`config.mk`:
```
export PLATFORM = sky130hd
export DESIGN_NAME = relaxed_delay_monitor
export DESIGN_NICKNAME = d
export VERILOG_FILES = /design/src/rtl/relaxed_delay_monitor_pkg.sv /design/src/rtl/relaxed_delay_monitor_channel.sv /design/src/rtl/relaxed_delay_monitor.sv
export SDC_FILE = /design/constraint.sdc
export NUM_CORES = 1
export LEC_CHECK = 0
export BUFFER_PORTS_ARGS = -buffer_cell sky130_fd_sc_hd__buf_2
export CORE_MARGIN = 1.5
export CORE_UTILIZATION = 48
export DETAILED_ROUTE_END_ITERATION = 8
export GPL_TIMING_DRIVEN = 0
export PLACE_DENSITY_LB_ADDON = 0.2
export SYNTH_ARGS = -nofsm -noshare
export SYNTH_HDL_FRONTEND = slang
export SYNTH_SLANG_ARGS = --single-unit
```
`constraint.sdc`:
```
create_clock -name clk -period 2.1 [get_ports clk]
set_input_delay 0.42 -clock clk [delete_from_list [all_inputs] [get_ports clk]]
set_output_delay 0.42 -clock clk [all_outputs]
set_load 0.01 [all_outputs]
```
`src/rtl/relaxed_delay_monitor_pkg.sv`:
```
// relaxed_delay_pkg: limits and arithmetic helpers shared by the relaxed delay monitor.
package relaxed_delay_pkg;
    localparam int MAX_NCH     = 16;
    localparam int MAX_DLY_LIM = 32;
    localparam int LAT_W       = $clog2(MAX_DLY_LIM) + 1;

    function automatic logic [5:0] popcount(input logic [31:0] v);
        logic [5:0] n;
        n = '0;
        for (int i = 0; i < 32; i++) n = n + 6'(v[i]);
        return n;
    endfunction

    function automatic logic [31:0] sat_add(input logic [31:0] a, input logic [31:0] b,
                                            input logic [31:0] lim);
        logic [32:0] s;
        s = {1'b0, a} + {1'b0, b};
        return (s > {1'b0, lim}) ? lim : s[31:0];
    endfunction
endpackage

```
`src/rtl/relaxed_delay_monitor_channel.sv`:
```
// rdm_channel: one trigger/response channel; ages open obligations and flags expiries.
// Coverage outputs exist only when RELAXED_DELAY_MONITOR_COVER_EN is defined.
module rdm_channel
    import relaxed_delay_pkg::*;
#(
    parameter int MIN_DLY = 1,
    parameter int MAX_DLY = 2
) (
    input  logic clk,
    input  logic rst,
    input  logic trig_i,
    input  logic resp_i,
    output logic err_pulse_o,
    output logic err_sticky_o,
    output logic pending_o
`ifdef RELAXED_DELAY_MONITOR_COVER_EN
    ,
    output logic [MAX_DLY:1]  sat_o,
    output logic [LAT_W-1:0]  lat_o
`endif
);
    logic [MAX_DLY:1] pend_q, pend_d, sat;
    logic             err_q, sticky_q, err_d;

    always_comb begin
        sat    = '0;
        pend_d = '0;
        for (int a = MIN_DLY; a <= MAX_DLY; a++) sat[a] = pend_q[a] & resp_i;
        pend_d[1] = trig_i;
        for (int a = 2; a <= MAX_DLY; a++) pend_d[a] = pend_q[a-1] & ~sat[a-1];
        err_d = pend_q[MAX_DLY] & ~resp_i;
    end

    always_ff @(posedge clk or posedge rst) begin
        if (rst) begin
            pend_q   <= '0;
            err_q    <= 1'b0;
            sticky_q <= 1'b0;
        end else begin
            pend_q   <= pend_d;
            err_q    <= err_d;
            sticky_q <= sticky_q | err_d;
        end
    end

    assign err_pulse_o  = err_q;
    assign err_sticky_o = sticky_q;
    assign pending_o    = |pend_q;

`ifdef RELAXED_DELAY_MONITOR_COVER_EN
    logic [LAT_W-1:0] lat_q, lat_d;

    // Scan downwards so the youngest satisfied age wins.
    always_comb begin
        lat_d = lat_q;
        for (int a = MAX_DLY; a >= 1; a--) if (sat[a]) lat_d = LAT_W'(a);
    end

    always_ff @(posedge clk or posedge rst) begin
        if (rst) lat_q <= '0;
        else     lat_q <= lat_d;
    end

    assign sat_o = sat;
    assign lat_o = lat_q;
`endif
endmodule

```
`src/rtl/relaxed_delay_monitor.sv`:
```
// relaxed_delay_monitor: per-channel trig |-> ##[MIN_DLY:MAX_DLY] resp checker with a shared failure count.
// Define RELAXED_DELAY_MONITOR_COVER_EN to add pass_cnt and last_lat coverage outputs.
module relaxed_delay_monitor
    import relaxed_delay_pkg::*;
#(
    parameter int NCH     = 2,
    parameter int MIN_DLY = 1,
    parameter int MAX_DLY = 2,
    parameter int CNT_W   = 8
) (
    input  logic             clk,
    input  logic             rst,
    input  logic [NCH-1:0]   trig,
    input  logic [NCH-1:0]   resp,
    output logic [NCH-1:0]   err_pulse,
    output logic [NCH-1:0]   err_sticky,
    output logic [NCH-1:0]   pending,
    output logic [CNT_W-1:0] fail_cnt
`ifdef RELAXED_DELAY_MONITOR_COVER_EN
    ,
    output logic [CNT_W-1:0]           pass_cnt,
    output logic [NCH-1:0][LAT_W-1:0]  last_lat
`endif
);
    if (MIN_DLY < 1 || MAX_DLY < MIN_DLY || MAX_DLY > MAX_DLY_LIM || NCH < 1 || NCH > MAX_NCH)
    begin : g_bad_params
        $error("relaxed_delay_monitor: illegal NCH/MIN_DLY/MAX_DLY");
    end

    localparam logic [31:0] CNT_MAX = 32'((64'd1 << CNT_W) - 64'd1);

    logic [CNT_W-1:0] fail_q, fail_d;

`ifdef RELAXED_DELAY_MONITOR_COVER_EN
    logic [MAX_DLY:1] sat_w [NCH];
`endif

    for (genvar c = 0; c < NCH; c++) begin : g_ch
        rdm_channel #(.MIN_DLY(MIN_DLY), .MAX_DLY(MAX_DLY)) u_ch (
            .clk         (clk),
            .rst         (rst),
            .trig_i      (trig[c]),
            .resp_i      (resp[c]),
            .err_pulse_o (err_pulse[c]),
            .err_sticky_o(err_sticky[c]),
            .pending_o   (pending[c])
`ifdef RELAXED_DELAY_MONITOR_COVER_EN
            ,
            .sat_o       (sat_w[c]),
            .lat_o       (last_lat[c])
`endif
        );
    end

    assign fail_d = CNT_W'(sat_add(32'(fail_q), 32'(popcount(32'(err_pulse))), CNT_MAX));

    always_ff @(posedge clk or posedge rst) begin
        if (rst) fail_q <= '0;
        else     fail_q <= fail_d;
    end

    assign fail_cnt = fail_q;

`ifdef RELAXED_DELAY_MONITOR_COVER_EN
    logic [CNT_W-1:0] pass_q, pass_d;
    logic [31:0]      pass_inc;

    always_comb begin
        pass_inc = '0;
        for (int i = 0; i < NCH; i++) pass_inc = pass_inc + 32'(popcount(32'(sat_w[i])));
        pass_d = CNT_W'(sat_add(32'(pass_q), pass_inc, CNT_MAX));
    end

    always_ff @(posedge clk or posedge rst) begin
        if (rst) pass_q <= '0;
        else     pass_q <= pass_d;
    end

    assign pass_cnt = pass_q;
`endif
endmodule

```
==> impl_metrics.env, run 1 <==
export IMPL_rows=13
export IMPL_die_area_um2=1670
export IMPL_p_leak_uw=0.000433
export IMPL_placed_cells=90
export IMPL_antenna_found_initial=0
export IMPL_synthDominantCellAreaShare_pct=58.3
export IMPL_cts_sinks=16
export IMPL_rsz0062_at_grt="false"
export IMPL_detail_route_wirelength_um=1180
export IMPL_clkPwrFrac_pct=19.2
export IMPL_final_cells=93
export IMPL_peakVddDrop_mv=0.534
export IMPL_p_int_uw=532
export IMPL_core_area_um2=1320
export IMPL_timing_rr_end="fail_cnt[5]$_DFF_PP0_"
export IMPL_tightestPinTransition_ps=595
export IMPL_grt_pass1_wl_um=1590
export IMPL_start_util_pct=52.1
export IMPL_syn_area_per_cell_um2=12.3
export IMPL_syn_cell_area_um2=687
export IMPL_critPathSlowestCell="fa_1"
export IMPL_cts_tree="done"
export IMPL_area_growth_pct=19.9
export IMPL_place_area_um2=801
export IMPL_cts_buffers=3
export IMPL_synthFlopType="dfrtp_1"
export IMPL_async_flop_share_pct=100
export IMPL_path_cells="fa_1 -> ha_1 -> and3_1 -> nand3_1 -> o21ai_0"
export IMPL_nets=88
export IMPL_grt_pass1_vias=362
export IMPL_hold_slack_ps=191
export IMPL_hp_class="input pin to asynchronous set/reset pin"
export IMPL_hold_violations=0
export IMPL_drive_gt1_share_pct=44.9
export IMPL_r2r_start="fail_cnt[0]$_DFF_PP0_"
export IMPL_post_cts_resize_count=0
export IMPL_fp_dieW_um=40.8
export IMPL_combinationalPowerShare_pct=24.3
export IMPL_synth_area_leaders="dfrtp_1 (58%), buf_4 (6.6%), nor2b_1 (4.6%)"
export IMPL_fillerInstances=112
export IMPL_slew_limit_headroom_pct=60.3
export IMPL_yosysSeqAreaShare_pct=58.3
export IMPL_maxCapViolCount=0
export IMPL_post_cts_buffers=0
export IMPL_arrival_ps=1980
export IMPL_die_y_um=40.8
export IMPL_grt_max_degree=17
export IMPL_vias=471
export IMPL_slew_violations=0
export IMPL_ant_nets=0
export IMPL_dr_pass1_iters=4
export IMPL_synth_seq_cells=16
export IMPL_cts_root_buf="clkbuf_4"
export IMPL_fin_skew_ps=1.18
export IMPL_endpoint_kind="flip-flop"
export IMPL_status="finished clean"
export IMPL_clkTransAtPathRegs_ps=80
export IMPL_gp_congestion=0.808
export IMPL_cp_data_required_time_ps=2250
export IMPL_crit_type="flip-flop to flip-flop"
export IMPL_syn_inst=56
export IMPL_drt_iter0_drc=7
export IMPL_switching_share_pct=32.9
export IMPL_power_density_nw_per_um2=964
export IMPL_gr_total_overflow=0
export IMPL_io_pins=20
export IMPL_fmax_mhz=547
export IMPL_antenna_cells=0
export IMPL_syn_nets=64
export IMPL_cp_slowest_stage_delay_ps=480
export IMPL_synth_largest_area_cell="dfrtp_1"
export IMPL_wl_per_cell_um=12.6
export IMPL_clkLatencyLatePin_ps=280
export IMPL_cts_buffer_depth=2
export IMPL_synth_distinct_cells=20
export IMPL_power_frac_seq_pct=56.4
export IMPL_postCtsHoldBufs=0
export IMPL_via_per_inst=5.06
export IMPL_io_buffers=19
export IMPL_drc=0
export IMPL_rrSetupSlack_ps=270
export IMPL_final_design_area_no_fill_um2=823
export IMPL_tns_ps=0
export IMPL_h_tree_depth=1
export IMPL_period_share_pct=87.1
export IMPL_fin_crit_ps=1830
export IMPL_track_usage_pct=16.6
export IMPL_cp_start_kind="flip-flop"
export IMPL_synth_edff_count=0
export IMPL_dp_hpwl_um=839
export IMPL_p_switching_uw=262
export IMPL_path_max_fanout=5
export IMPL_setup_viol=0
export IMPL_yosys_warnings=0
export IMPL_r2r_cells=5
worst max path at each step:
| stage | startpoint | end | slack (ps) |
|---|---|---|---|
| finish | fail_cnt[0]$_DFF_PP0_ | fail_cnt[5]$_DFF_PP0_ | 270 |
| global route | fail_cnt[0]$_DFF_PP0_ | fail_cnt[5]$_DFF_PP0_ | 180 |
| CTS | fail_cnt[0]$_DFF_PP0_ | fail_cnt[5]$_DFF_PP0_ | 270 |
| detailed placement | fail_cnt[0]$_DFF_PP0_ | fail_cnt[3]$_DFF_PP0_ | 320 |
| global placement | fail_cnt[0]$_DFF_PP0_ | fail_cnt[3]$_DFF_PP0_ | 330 |
| floorplan | fail_cnt[0]$_DFF_PP0_ | fail_cnt[3]$_DFF_PP0_ | 440 |
worst max-delay path, delay by kind of cell, from the launching register on:
kind / cells / cell delay, ps
AND/OR/NAND/NOR: 2 / 420
AO/OA/AOI/OAI: 1 / 140
adder cells (fa/ha/maj): 2 / 740
flip-flops: 1 / 400
synthesized netlist by cell type, types with 2 or more instances:
cell type and count:
a31oi_1 2, inv_1 2, nand3_1 2, o21ai_0 2, dfrtp_1 16, a21oi_1 2, buf_4 6, nand2b_1 3
and3_1 3, nor2b_1 5, or2_2 4
cells by family (layout without fill, tap and decap cells):
| group | count (synthesis) | count (layout) | share of synthesized area, % |
|---|---|---|---|
| multiplexers | 1 | 1 | 2.19 |
| AND/OR/NAND/NOR | 21 | 21 | 19.9 |
| adder cells (fa/ha/maj) | 2 | 2 | 4.74 |
| buffers and inverters | 8 | 30 | 7.65 |
| flip-flops | 16 | 16 | 58.3 |
| AO/OA/AOI/OAI | 7 | 7 | 6.01 |
| XOR/XNOR | 1 | 1 | 1.28 |
flip-flops by register name, summed over array words and instances (netlist names):
| signal | cells |
|---|---|
| g_ch.u_ch.err_pulse_o | 2 |
| g_ch.u_ch.err_sticky_o | 2 |
| g_ch.u_ch.pend_q | 4 |
| fail_cnt | 8 |
per-stage QoR:
step,setup WS (ps),power [uW],utilization [%]
6_report,270,794,62.5
5_1_grt,180,848,62.5
4_1_cts,268,807,62.5
3_5_place_dp,323,648,60.8
3_3_place_gp,330,637,60.8
2_1_floorplan,438,556,-
layout make-up:
type / instances / area [um2] / share of cell area (%)
inverters: 2 / 7.51 / 0.912
multi-input cells: 32 / 234 / 28.4
clock buffers: 3 / 22.5 / 2.74
plain buffers: 6 / 45.0 / 5.47
well taps: 15 / 18.8 / 2.28
flip-flops and latches: 16 / 400 / 48.6
repair buffers: 19 / 95.1 / 11.6
layout by cell type, fill, tap and decap left out, types with 2 or more instances in the layout:
cell / count
inv_1: 2
buf_4: 6
clkbuf_4: 3
o21ai_0: 2
buf_2: 19
nand3_1: 2
a31oi_1: 2
and3_1: 3
or2_2: 4
a21oi_1: 2
nor2b_1: 5
dfrtp_1: 16
nand2b_1: 3
power groups by stage:
| stage | logic [uW] | registers, uW | clock network [uW] |
|---|---|---|---|
| 3_5_place_dp | 196 | 452 | 0 |
| 2_1_floorplan | 90.7 | 465 | 0 |
| 5_1_grt | 220 | 455 | 174 |
| 4_1_cts | 198 | 447 | 162 |
| 6_report | 193 | 448 | 153 |
| 3_3_place_gp | 189 | 449 | 0 |
layer usage:
metal | part of all wire [%] | global-route usage (%) | up-vias
met5 | 0 | 0 | -
met4 | 2.6 | 10.0 | 0
met3 | 6.3 | 8.15 | 6
met2 | 47 | 26.2 | 23
met1 | 44 | 17.5 | 212
li1 | - | - | 230
Note: power is estimated with default switching activity, not from simulation.
==> run 2: changes to the inputs <==
==> constraint.sdc (replaced) <==
create_clock -name clk -period 2.1 [get_ports clk]
set_input_delay 0.21 -clock clk [delete_from_list [all_inputs] [get_ports clk]]
set_output_delay 0.21 -clock clk [all_outputs]
set_load 0.01 [all_outputs]
==> run 2 against run 1 <==
Net effect:
- first-iteration DRC count stayed put
- sequential cell count stayed put
- clock power hardly changed
- register-to-register slack hardly changed
- cell count is 1.1% higher
- design area is 1.2% higher
- routed wire length is 1.0% higher
- sequential share of layout area is 0.58 points lower
- largest power group unchanged
- clock-buffer cell count stayed put
- combinational power hardly changed
- global-route usage is 0.34 points higher
- highest routed layer unchanged
- hold slack worse by 160 ps
==> impl_metrics.env, run 2 (synthesis gave the netlist of run 1 again) <==
export IMPL_cp_data_required_time_ps=2250
export IMPL_placed_cells=90
export IMPL_gr_total_overflow=0
export IMPL_area_sequential_um2=400
export IMPL_layout_commonest_cell="buf_2"
export IMPL_path_max_fanout=5
export IMPL_tightestPinTransition_ps=595
export IMPL_critPathSlowestCell="fa_1"
export IMPL_slew_limit_headroom_pct=60.3
export IMPL_area_growth_pct=21.3
export IMPL_endpoint_kind="flip-flop"
export IMPL_io_buffers=19
export IMPL_drive_gt1_share_pct=44.3
export IMPL_h_tree_depth=1
export IMPL_hp_start="trig[1]"
export IMPL_fin_crit_ps=1830
export IMPL_fp_dieW_um=40.8
export IMPL_clkTransAtPathRegs_ps=80
export IMPL_clkLatencyLatePin_ps=280
export IMPL_start_util_pct=52.1
export IMPL_rsz0062_at_grt="false"
export IMPL_antenna_cells=0
export IMPL_ant_nets=0
export IMPL_hold_violations=0
export IMPL_cts_root_buf="clkbuf_4"
export IMPL_io_pins=20
export IMPL_gp_congestion=0.808
export IMPL_grt_pass1_wl_um=1640
export IMPL_crit_type="flip-flop to flip-flop"
export IMPL_fin_skew_ps=1.62
export IMPL_peakVddDrop_mv=0.534
export IMPL_multi_input_area_um2=234
export IMPL_via_per_inst=5.05
export IMPL_layout_common_cells="buf_2 (19), dfrtp_1 (16), buf_4 (6)"
export IMPL_track_usage_pct=16.9
export IMPL_cts_buffer_depth=2
export IMPL_die_y_um=40.8
export IMPL_status="finished clean"
export IMPL_setup_viol=0
export IMPL_rows=13
export IMPL_core_area_um2=1320
export IMPL_period_share_pct=87.1
export IMPL_maxCapViolCount=0
export IMPL_wl_per_cell_um=12.6
export IMPL_drt_iter0_drc=7
export IMPL_p_leak_uw=0.000437
export IMPL_power_density_nw_per_um2=955
export IMPL_grt_max_degree=17
export IMPL_slew_violations=0
export IMPL_fillerInstances=111
export IMPL_arrival_ps=1980
export IMPL_cts_sinks=16
export IMPL_hp_class="input pin to flip-flop"
export IMPL_cp_slowest_stage_delay_ps=480
export IMPL_cts_tree="done"
export IMPL_cp_start_kind="flip-flop"
export IMPL_vias=475
export IMPL_final_cells=94
export IMPL_largest_reg_flops=8
export IMPL_crit_start="fail_cnt[0]$_DFF_PP0_"
export IMPL_drc=0
export IMPL_cts_buffers=3
export IMPL_antenna_found_initial=0
export IMPL_r2r_start="fail_cnt[0]$_DFF_PP0_"
export IMPL_dr_pass1_iters=4
export IMPL_nets=89
export IMPL_detail_route_wirelength_um=1190
export IMPL_grt_pass1_vias=373
export IMPL_die_area_um2=1670
export IMPL_post_cts_resize_count=0
export IMPL_path_cells="fa_1 -> ha_1 -> and3_1 -> nand3_1 -> o21ai_0"
export IMPL_tns_ps=0
export IMPL_fmax_mhz=546
export IMPL_dp_hpwl_um=839
==> run 2: cell types whose count changed in the layout (fill, tap and decap cells not counted), sizes merged <==
cell / previous run / this run
dlygate4sd3: 0 / 1
==> run 2: worst paths after layout <==
path                                                       end  slack, ps  depth (start not counted)
max in group asynchronous  g_ch[0].u_ch.err_sticky_o$_DFF_PP0_       1180                          3
max                                      fail_cnt[5]$_DFF_PP0_        270                          5
max reg2reg                              fail_cnt[5]$_DFF_PP0_        270                          5
min in group asynchronous                fail_cnt[1]$_DFF_PP0_        530                          3
min reg2reg                g_ch[0].u_ch.err_sticky_o$_DFF_PP0_        470                          1
min                           g_ch[1].u_ch.pend_q[1]$_DFF_PP0_         30                          1
==> run 2: stage by stage <==
stage	utilization, %	setup WS [ps]	hold slack, ps	area [um2]	power (uW)
after floorplan	-	438	124	687	556
after global placement	60.8	330	294	801	637
after detailed placement	60.8	323	302	801	648
after CTS	63.2	268	17.1	833	809
after global routing	63.2	180	7.91	833	850
final	63.2	270	31.1	833	795
==> run 2: where the power goes <==
group / switching, uW / total [uW] / internal, uW
clock network: 86.6 / 153 / 66.5
logic: 95.4 / 194 / 99.1
registers: 80.1 / 448 / 368
==> run 2: timing repair <==
item | in CTS | in global routing
buffers inserted | 0 | 0
hold endpoints to repair | 16 | 0
hold buffers | 1 | 0
==> run 2: layer usage <==
metal	vias up	share of wire, %	track usage, %
li1	232	-	-
met1	214	44	17.8
met2	23	48	27.0
met3	6	6.1	8.15
met4	0	2.6	10.0
met5	-	0	0
==> run 2: worst max-delay path, delay by kind of cell, from the launching register on <==
family	cells	cell delay, ps
flip-flops	1	400
AO/OA/AOI/OAI	1	140
AND/OR/NAND/NOR	2	420
adder cells (fa/ha/maj)	2	740
==> run 2: layout make-up <==
cell class	count	share of cell area [%]
Sequential cell	16	48.0
Timing Repair Buffer	20	12.6
Multi-Input combinational cell	32	28.1
Clock buffer	3	2.70
Tap cell	15	2.25
Buffer	6	5.41
Inverter	2	0.901
